### src/rtl/edf_label_stamper.sv
// edf_label_stamper
//  Write-side front end for the heap-based priority label FIFO.
//  Each accepted payload is stamped with an absolute EDF deadline label
//  (current epoch + relative deadline, clamped to LMAX). The result goes
//  out as a single fifo_we pulse. Writes are paced so they never overlap
//  a reader pop or the heap's sift-up.
//  Optional feature macro: LABEL_SAT_CNT_EN. When it is defined, sat_cnt
//  counts accepts whose label had to be clamped. Otherwise sat_cnt is
//  tied to zero.
module edf_label_stamper #(
   parameter int ADDR_WIDTH  = 5,
   parameter int DATA_WIDTH  = 16,
   parameter int LABEL_WIDTH = 8,
   parameter int TICK_SHIFT  = 4,
   parameter int GAP_CYCLES  = ADDR_WIDTH + 2
) (
   input  logic                              clk,
   input  logic                              rst_n,
   input  logic                              in_valid,
   output logic                              in_ready,
   input  logic [DATA_WIDTH-LABEL_WIDTH-1:0] in_payload,
   input  logic [LABEL_WIDTH-1:0]            in_rel_dl,
   output logic                              fifo_we,
   output logic [DATA_WIDTH-1:0]             fifo_din,
   input  logic                              fifo_re,
   input  logic                              fifo_full,
   input  logic                              fifo_empty,
   output logic [LABEL_WIDTH-1:0]            epoch,
   output logic [15:0]                       sat_cnt
);

   localparam int PW = DATA_WIDTH - LABEL_WIDTH;
   localparam int GW = $clog2(GAP_CYCLES + 1);
   // All-ones label marks an empty heap slot, so the largest usable label is one below it.
   localparam logic [LABEL_WIDTH-1:0] LMAX      = {{(LABEL_WIDTH-1){1'b1}}, 1'b0};
   localparam logic [LABEL_WIDTH-1:0] EPOCH_ONE = LABEL_WIDTH'(1);
   localparam logic [TICK_SHIFT-1:0]  PRE_MAX   = {TICK_SHIFT{1'b1}};
   localparam logic [TICK_SHIFT-1:0]  PRE_ONE   = TICK_SHIFT'(1);
   localparam logic [GW-1:0]          GAP_LAST  = GW'(GAP_CYCLES - 1);
   localparam logic [GW-1:0]          GAP_ONE   = GW'(1);

   typedef enum logic [1:0] {
      IDLE   = 2'd0,
      ISSUE  = 2'd1,
      SETTLE = 2'd2
   } state_t;

   state_t                  state_q, state_d;
   logic [TICK_SHIFT-1:0]   pre_q, pre_d;
   logic [LABEL_WIDTH-1:0]  epoch_q, epoch_d;
   logic [LABEL_WIDTH-1:0]  label_q, label_d;
   logic [PW-1:0]           payload_q, payload_d;
   logic [DATA_WIDTH-1:0]   last_q, last_d;
   logic [GW-1:0]           gap_q, gap_d;

   logic                    accept_s;
   logic                    write_s;
   logic                    over_s;
   logic [LABEL_WIDTH:0]    sum_s;

   // Deadline sum is one bit wider so an overflow past LMAX is caught rather than wrapped.
   assign sum_s    = {1'b0, epoch_q} + {1'b0, in_rel_dl};
   assign over_s   = (sum_s > {1'b0, LMAX});
   assign in_ready = rst_n && (state_q == IDLE) && !fifo_full;
   assign accept_s = in_valid && in_ready;
   // The write must see this cycle's fifo_re and fifo_full, so the strobe cannot come from a flop.
   assign write_s  = (state_q == ISSUE) && !fifo_full && !fifo_re;
   assign fifo_we  = write_s;
   // Present the pending word while issuing. At all other times hold the last word written.
   assign fifo_din = (state_q == ISSUE) ? {label_q, payload_q} : last_q;
   assign epoch    = epoch_q;

   // Next-state logic for the IDLE -> ISSUE -> SETTLE pacing FSM and its entry latch.
   always_comb begin
      state_d   = state_q;
      label_d   = label_q;
      payload_d = payload_q;
      last_d    = last_q;
      gap_d     = gap_q;
      case (state_q)
         IDLE: begin
            if (accept_s) begin
               label_d   = over_s ? LMAX : sum_s[LABEL_WIDTH-1:0];
               payload_d = in_payload;
               state_d   = ISSUE;
            end else begin
               state_d   = IDLE;
            end
         end
         ISSUE: begin
            if (write_s) begin
               last_d  = {label_q, payload_q};
               gap_d   = '0;
               state_d = SETTLE;
            end else begin
               state_d = ISSUE;
            end
         end
         SETTLE: begin
            if (gap_q == GAP_LAST) begin
               state_d = IDLE;
            end else begin
               gap_d   = gap_q + GAP_ONE;
            end
         end
         default: begin
            state_d = IDLE;
         end
      endcase
   end

   // Epoch prescaler. An empty FIFO seen while idle restarts the time base at zero.
   always_comb begin
      pre_d   = pre_q;
      epoch_d = epoch_q;
      if (fifo_empty && (state_q == IDLE)) begin
         pre_d   = '0;
         epoch_d = '0;
      end else begin
         pre_d = pre_q + PRE_ONE;
         if (pre_q == PRE_MAX) begin
            epoch_d = (epoch_q == LMAX) ? LMAX : (epoch_q + EPOCH_ONE);
         end else begin
            epoch_d = epoch_q;
         end
      end
   end

   // State, entry, and time-base registers.
   always_ff @(posedge clk or negedge rst_n) begin
      if (!rst_n) begin
         state_q   <= IDLE;
         pre_q     <= '0;
         epoch_q   <= '0;
         label_q   <= '0;
         payload_q <= '0;
         last_q    <= '0;
         gap_q     <= '0;
      end else begin
         state_q   <= state_d;
         pre_q     <= pre_d;
         epoch_q   <= epoch_d;
         label_q   <= label_d;
         payload_q <= payload_d;
         last_q    <= last_d;
         gap_q     <= gap_d;
      end
   end

`ifdef LABEL_SAT_CNT_EN
   logic [15:0] sat_q, sat_d;

   // Count accepts whose label had to be clamped. The count holds at all-ones.
   always_comb begin
      sat_d = sat_q;
      if (accept_s && over_s && (sat_q != 16'hFFFF)) begin
         sat_d = sat_q + 16'd1;
      end else begin
         sat_d = sat_q;
      end
   end

   // Clamp-counter register.
   always_ff @(posedge clk or negedge rst_n) begin
      if (!rst_n) begin
         sat_q <= 16'h0000;
      end else begin
         sat_q <= sat_d;
      end
   end

   assign sat_cnt = sat_q;
`else
   assign sat_cnt = 16'h0000;
`endif

endmodule
### config.mk
export PLATFORM = sky130hd
export DESIGN_NAME = edf_label_stamper
export DESIGN_NICKNAME = d
export VERILOG_FILES = /design/src/rtl/edf_label_stamper.sv
export SDC_FILE = /design/constraint.sdc
export NUM_CORES = 1
export LEC_CHECK = 0
export ABC_AREA = 1
export CAP_MARGIN = 5
export CORE_UTILIZATION = 30
export CTS_CLUSTER_SIZE = 30
export DETAILED_ROUTE_END_ITERATION = 6
export DONT_BUFFER_PORTS = 1
export GPL_ROUTABILITY_DRIVEN = 0
export GPL_TIMING_DRIVEN = 0
export PLACE_DENSITY = 0.49
export SYNTH_ARGS = -nofsm -noshare
export SYNTH_HDL_FRONTEND = slang
export SYNTH_SLANG_ARGS = --single-unit
### constraint.sdc
create_clock -name clk -period 3.1 [get_ports clk]
set_clock_uncertainty 0.05 [all_clocks]
set_input_delay 0.62 -clock clk [delete_from_list [all_inputs] [get_ports clk]]
set_output_delay 0.62 -clock clk [all_outputs]
set_load 0.01 [all_outputs]
# [Word level (Yosys, flattened, before mapping)]
# Index checks and enable logic that the tools add are counted.
[classes] n_mux=13 n_reduce_logical=14 eq_ne=8 order_cmp=1 n_addsub=4
[op_table] operator="two-way mux 8 bit" n=4
[op_table] operator="two-way mux 16 bit" n=1
[op_table] operator="adder 8 x 8 -> 9 bit" n=1
[op_table] operator="greater-than comparator 9 x 8 -> 1 bit, second input constant" n=1
[op_table] operator="adder 8 x 1 -> 8 bit, second input constant" n=1
[op_table] operator="equality test 8 bit, second input constant" n=1
[op_table] operator="logical AND 1 bit" n=6
[op_table] operator="two-way mux 3 bit" n=2
[op_table] operator="!= test 2 bit, second input constant" n=3
[op_table] operator="case mux 2 bit (3 select lines)" n=1
[op_table] operator="case mux 3 bit (2 select lines)" n=1
[op_table] operator="adder 4 x 1 -> 4 bit, second input constant" n=1
[op_table] operator="equality test 4 bit, second input constant" n=1
[op_table] operator="two-way mux 2 bit" n=2
[op_table] operator="two-way mux 4 bit" n=1
[op_table] operator="AND reduction 2 bit" n=2
[op_table] operator="nonzero test 2 bit" n=2
[op_table] operator="adder 3 x 1 -> 3 bit, second input constant" n=1
[op_table] operator="equality test 3 bit, second input constant" n=1
[op_table] operator="AND reduction 3 bit" n=1
[op_table] operator="equality test 2 x 1 -> 1 bit, second input constant" n=1
[op_table] operator="equality test 2 bit, second input constant" n=1
[op_table] operator="logical NOT 1 bit" n=2
[op_table] operator="logical NOT 2 bit" n=1
[op_table] operator="two-way mux 1 bit" n=1
[word_totals] ff_bits=49 elab_cells=47

# [Depth between registers and ports, before layout]
[logic_depth] word_depth=6 ltp_mapped=13

# [Worst setup path before layout]
# OpenSTA, ideal clock, no wires.
[synth_path] path_type="in2reg" startpoint="input in_rel_dl[0]" endpoint="register label_q[1]" path_buffers=0 setup_slack_ps=928 setup_ps=113 cell_stages=12 t_arrival_ps=2009 path_cell_list="ha_1 fa_1 nand2_2 nand2_2 nand3_2 nand2_1 nand2_2 nand2_2 a21oi_4 nand3_1 nand2_1 inv_1"
[synth_between] elab_chain_len=3
[synth_rtl] item="from (decl)" line_no="22" source="input logic [LABEL_WIDTH-1:0] in_rel_dl,"
[synth_rtl] item="adder 8 x 8 -> 9 bit *" line_no="62" source="assign sum_s = {1'b0, epoch_q} + {1'b0, in_rel_dl};"
[synth_rtl] item="greater-than comparator 9 x 8 -> 1 bit" line_no="63" source="assign over_s = (sum_s > {1'b0, LMAX});"
[synth_rtl] item="two-way mux 8 bit *" line_no="83" source="label_d = over_s ? LMAX : sum_s[LABEL_WIDTH-1:0];"
[synth_rtl] item="to (signal assigned)" line_no="143" source="label_q <= label_d;"
[synth_rtl] item="to (decl)" line_no="51" source="logic [LABEL_WIDTH-1:0] label_q, label_d;"
# Mark *: on every way between the ends. The rest lies on a longest branch, timed or not.
# A chain may end at the register's enable or synchronous reset.

# [Final worst setup path]
[layout_path] startpoint="register state_q[0]" endpoint="output fifo_din[8]"
[layout_between] elab_chain_len=2
[layout_rtl] item="from (decl)" line_no="48" source="state_t state_q, state_d;"
[layout_rtl] item="from (signal assigned)" line_no="140" source="state_q <= state_d;"
[layout_rtl] item="equality test 2 x 1 -> 1 bit" line_no="70" source="assign fifo_din = (state_q == ISSUE) ? {label_q, payload_q} : last_q;"
[layout_rtl] item="two-way mux 16 bit" line_no="70"
[layout_rtl] item="to (decl)" line_no="24" source="output logic [DATA_WIDTH-1:0] fifo_din,"
# Every way passes these cells.

==> impl_metrics.toml <==
[logic_synthesis]
synth_area_leaders = "dfrtp_1 43%, nand2_1 13%, o21ai_0 8.8%, inv_1 7.4%, ha_1 5.7%"
synthArstFlopShare = 1.00
synthXorXnorAreaFrac = 0.0123
ys.flop_type = "dfrtp_1"
synth_top_family_by_area = "simple AND/OR/NAND/NOR gates"
ys_warn_count = 0
synth.distinct_cells = 27
synth_edf_count = 0
synth_common_cells = "95 x nand2_1, 56 x inv_1, 50 x o21ai_0"
synth_seq_area_share = 0.430
syn_area_um2 = 2850
synth_compound_area_frac = 0.126
ys_seq_elements = 49
yosysTopAreaCell = "dfrtp_1"
synthCells = 372
synth.area.mux_share = 0
yosys.area_share.simple = 0.232
syn-mean-instance-area_um2 = 7.67
yosysMostFrequentCell = "nand2_1"
synth_top_cell_area_share = 0.430
synth_fa_ha_area_frac = 0.0640

[sta]
max_freq_ghz = 0.421
setup_ws_ps = 727
tns_ps = 0
rsz0062_at_grt = "no"
hold_violations = 0
setup_viol = 0
finalCritPeriodShare = 0.765
period_needed_ps = 2370
finalMaxSlewViolations = 0

[hold_path]
hold_class = "input pin to asynchronous set/reset pin"

[detailed_routing]
routed_via_density = 4.32
ant_nets = 0
drc = 0
wirelength_mm = 6.35
wl_per_cell_um = 12.1
dr.pass1.iters = 4
vias = 2266
drtIter0Drc = 79

[worst_setup_path]
worst_path_most_repeated_cell = "inv_1"
cp_cell_sequence = "inv_1 -> nor2_2 -> inv_1 -> clkbuf_1 -> nand2_1 -> o21ai_0"
worstSetupPathType = "flop to primary output"
path_max_fanout = 10
rr_worst_depth = 12
timing.critical_path.from = "state_q[0]"
cpPeakStageDelay_ps = 420
r2r_setup_slack_ps = 900
required_ps = 2430
setup.worst_path.start_class = "flop"
cpMaxStageDelayCell = "dfrtp_1"
r2r-end = "label_q[2]"
worstPathArrival_ps = 1700
worstSetupEndpoint = "fifo_din[8]"
r2r-start = "epoch[0]"
cp-end-kind = "primary output"

[cts]
clk_pin_slew_ps = 110
htree_num_levels = 2
cts_buffer_depth = 2
cts_buffers = 5
cts_root_buf = "clkbuf_8"
worstSkewPairLatency_ps = 310
cts_tree = "built"
post_cts_resized = 0
cts.sink_count = 49

[pwr]
pwr_density_cell_nw_per_um2 = 708
power_leakage_nw = 1.66
ir_worst_vdd_uv = 221

[final_layout]
nets = 431
antennaDiodeCount = 0
syn2layout_area_growth_pct = 11.9
drive_gt1_frac = 0.114
stdcell_area_um2 = 3190

[place]
dpl_cell_area_um2 = 3070
pre_cts_slack_ps = 747
numPortBuffers = 0
dp_hpwl_mm = 4.74

[global_routing]
grt_use_total = 0.137
grt_pass1_vias = 2140
grt-ovfl-total = 0
grt_pass1_wl_mm = 10.6
grt_max_degree = 50
antenna_found_initial = 0

[floorplanning]
dieArea_um2 = 9900
die_x_um = 99.5
core_um2 = 9240
die_h_um = 99.5
io_pins = 64
start_util = 0.309
rows = 35

[run]
maxCapViolCount = 0

[outcome]
status = "finished clean"
## stage by stage
| step | cells | hold WS, ps | power [mW] | utilization |
|---|---|---|---|---|
| after floorplan | 387 | 274 | 1.65 | - |
| after global placement | 516 | 277 | 1.84 | 0.332 |
| after detailed placement | 516 | 277 | 1.87 | 0.332 |
| after CTS | 525 | 103 | 2.30 | 0.345 |
| after global routing | 525 | 98.9 | 2.46 | 0.345 |
| final | 525 | 102 | 2.26 | 0.345 |
## worst min-delay path by stage
stage	end	slack (ps)	cells after the start
final	last_q[0]	100	1
after global routing	last_q[0]	100	1
after CTS	payload_q[1]	100	1
after detailed placement	gap_q[0]	280	0
after global placement	gap_q[0]	280	0
after floorplan	epoch[0]	270	0
## report_power, final
part	total, mW	switching, mW	internal [mW]
logic	0.849	0.596	0.253
registers	1.01	0.115	0.892
clock network	0.403	0.238	0.165
total	2.26	0.950	1.31
## sequential cells by signal, summed over array words and instances, names as in the netlist
register and cells:
last_q 16, pre_q 4, state_q 2, epoch 8, payload_q 8, gap_q 3
label_q 8
## timing repair
item / CTS / global route
endpoints found under the setup margin: 0 / 0
hold buffers: 1 / 0
buffers inserted: 0 / 0
hold endpoints to repair: 49 / 0
## cells in the final DEF, fill, tap and decap left out, types with 13 or more instances in the layout
| master | count |
|---|---|
| buf_4 | 17 |
| conb_1 | 16 |
| dfrtp_1 | 49 |
| ha_1 | 13 |
| inv_1 | 56 |
| nand2_1 | 95 |
| nand3_1 | 19 |
| nor2_1 | 22 |
| o21ai_0 | 50 |
## cell type report
| class | count | area, um2 |
|---|---|---|
| Fill cell | 985 | 6050 |
| Clock buffer | 5 | 68.8 |
| Timing Repair Buffer | 1 | 27.5 |
| Clock inverter | 3 | 25.0 |
| Inverter | 59 | 221 |
| Buffer | 24 | 161 |
| Tap cell | 129 | 161 |
| Sequential cell | 49 | 1230 |
| Multi-Input combinational cell | 255 | 1300 |
## critical path: cells and delay by family, from the launching register on
family                 cells  cell delay, ps
buffers and inverters      3             630
DFF                        1             420
AOI/OAI and AO/OA          1             210
and+or+nand+nor            2             130
## metal layers
layer	wire (um)	global-route usage
met1	2950	0.171
met2	3060	0.232
met3	277	0.0372
met4	53	0.0373
met5	0	0
## cell families after synthesis
group	count (synthesis)
adder cells (fa/ha/maj)	14
XOR/XNOR	4
AO/OA/AOI/OAI	67
AND/OR/NAND/NOR	154
flip-flops	49
buffers and inverters	83
other	1
Note: power is estimated with default switching activity, not from simulation.
==> RTL edit (same settings) <==
Take the reset off `payload_q` and load it in a clocked block of its own.
--- a/src/rtl/edf_label_stamper.sv
+++ b/src/rtl/edf_label_stamper.sv
@@ -133,7 +133,6 @@
          pre_q     <= '0;
          epoch_q   <= '0;
          label_q   <= '0;
-         payload_q <= '0;
          last_q    <= '0;
          gap_q     <= '0;
       end else begin
@@ -141,10 +140,13 @@
          pre_q     <= pre_d;
          epoch_q   <= epoch_d;
          label_q   <= label_d;
-         payload_q <= payload_d;
          last_q    <= last_d;
          gap_q     <= gap_d;
       end
+   end
+
+   always_ff @(posedge clk) begin
+      payload_q <= payload_d;
    end
 
 `ifdef LABEL_SAT_CNT_EN
Formal check against the unedited RTL: same outputs for any inputs over 10 cycles, from zero or initial values and one cycle with rst_n low; that may be too few to reach the edited logic, so the function may still have changed.
==> RTL edit against the original RTL <==
- total power decreased by 10%
- maximum frequency increased by 3.6%
- routed wire length fell by 6.3%
- design area is 0.24% lower
- synthesized area is essentially flat
- sequential cell count is the same
- hold slack got worse by 0.00076 ns
- combinational power is 18% lower
- sequential power is 7% lower
- worst setup slack better by 0.082 ns
==> RTL edit: results (changes against the original RTL) <==
{| class="wikitable"
! Metric !! Value
|-
| Status || finished, final reports clean
|-
| Post-synthesis cell type count || 33 (+22%)
|-
| Synth warnings || 0 (unchanged)
|-
| Register ranked first by flip-flop count || last_q
|-
| Worst reg2reg path depth || 10 (-2)
|-
| Number of global-route vias before repair || 2053 (-4.1%)
|-
| Post-detailed-placement cell area || 0.00307 sq mm (about the same)
|-
| Top cell family by delay on the critical path || compound AO/OA/AOI/OAI gates
|-
| Final setup violation count || 0 (unchanged)
|-
| Antenna diode instance count || 0 (unchanged)
|-
| Fraction of the yosys area taken by sequential cells || 44.4% (+1.4 points)
|-
| Max-slew headroom || 66.1%
|-
| Global router's overall resource usage || 12.8% (-0.86 points)
|-
| Cell leakage power || 0.00162 uW (-2.2%)
|-
| Number of buffers on the longest clock path || 2 (unchanged)
|-
| Vias per std cell || 4.35 (+0.69%)
|-
| Critical Path Slowest Stage Cell || o21ai_0
|-
| Number of flops mapped to enable cells by yosys || 8 (+8)
|-
| Number of iterations in the first detailed-routing pass || 4 (unchanged)
|-
| Worst vdd rail ir drop || 0.359 mV (+63%)
|-
| Worst min-delay path category || primary input to async pin
|-
| Critical path arrival || 1.62 ns (-0.08 ns)
|-
| Maximum number of pins on one net before global-route repair || 42 (-16%)
|-
| WL/cell || 11.7 um (-2.8%)
|-
| Dominant cells by area after synthesis || dfrtp_1 36%, nand2_1 11%, edfxtp_1 8.4%
|-
| Ys async rst share || 83.7% (-16 points)
|-
| Nets || 412 (-4.4%)
|-
| Share of post-route cells with drive strength above 1 || 13.3% (+1.9 points)
|-
| Global-route wire length before repair || 10000 um (-5.3%)
|-
| Commonest cells post-synth || 82 x nand2_1, 53 x inv_1, 41 x dfrtp_1
|-
| Hpwl dp || 4460 um (-6.0%)
|-
| 1st-iter DRT viols || 70 (-11%)
|}
-- RTL edit: cell families (layout without fill, tap and decap cells) --
| logic type | count (synthesis) | in the layout | synth area share [%] |
|---|---|---|---|
| compound gates | 58 | 58 | 10.7 |
| xor+xnor | 5 | 5 | 1.54 |
| fa+ha+maj | 14 | 14 | 6.41 |
| buf+inv | 78 | 87 | 12.6 |
| flops | 49 | 49 | 44.4 |
| other cells | 1 | 16 | 0.132 |
| simple gates | 148 | 148 | 24.2 |
-- RTL edit: area by class of cell --
cell class              instances  area (sq um)
fillers                       977          6060
multi-input cells             241          1280
flip-flops and latches         49          1270
inverters                      55           206
well taps                     129           161
plain buffers                  23           154
clock buffers                   5          68.8
clock inverters                 3          26.3
repair buffers                  1          20.0
-- RTL edit: where the power goes --
group,internal (uW),switching [uW]
logic,210,482
registers,851,89.6
clock network,164,232
-- RTL edit: path summary, 6_finish.rpt --
| kind | startpoint | end | slack (ns) |
|---|---|---|---|
| setup / recovery | state_q[1]$_DFFE_PN0P_ | fifo_din[4] | 0.81 |
| hold / removal | rst_n | label_q[0]$_DFFE_PN0P_ | 0.10 |
| setup reg to reg | epoch[0]$_DFFE_PN0P_ | label_q[3]$_DFFE_PN0P_ | 0.97 |
| hold reg to reg | pre_q[0]$_DFF_PN0_ | pre_q[0]$_DFF_PN0_ | 0.42 |
| max in group asynchronous | rst_n | last_q[6]$_DFFE_PN0P_ | 2.70 |
| min in group clk | in_payload[3] | payload_q[3]$_DFFE_PP_ | 0.35 |
-- RTL edit: worst reg2reg max path: cells and delay by family, from the launching register on --
family | cells | cell delay, ns
AOI/OAI and AO/OA | 1 | 0.08
adders and majority gates | 2 | 0.66
DFF | 1 | 0.46
and+or+nand+nor | 7 | 0.76
-- RTL edit: routing by layer --
metal | share of wire, % | GRT usage (%) | wire [um] | vias up
met5 | 0 | 0 | 0 | -
met4 | 0.50 | 2.71 | 30 | 0
met3 | 6.1 | 3.79 | 365 | 2
met2 | 46 | 21.4 | 2750 | 59
met1 | 47 | 16.5 | 2800 | 1008
li1 | - | - | - | 1130
-- RTL edit: per-stage QoR --
stage                     hold WS (ns)  worst slack (ns)  power (uW)  cells  utilization (%)
final                            0.101             0.809        2030    506             34.5
after global routing             0.106             0.577        2210    506             34.5
after CTS                       0.0967             0.762        2060    506             34.5
after detailed placement         0.276             0.802        1650    497             33.2
after global placement           0.276             0.836        1630    497             33.2
after floorplan                  0.274             0.995        1480    368                -
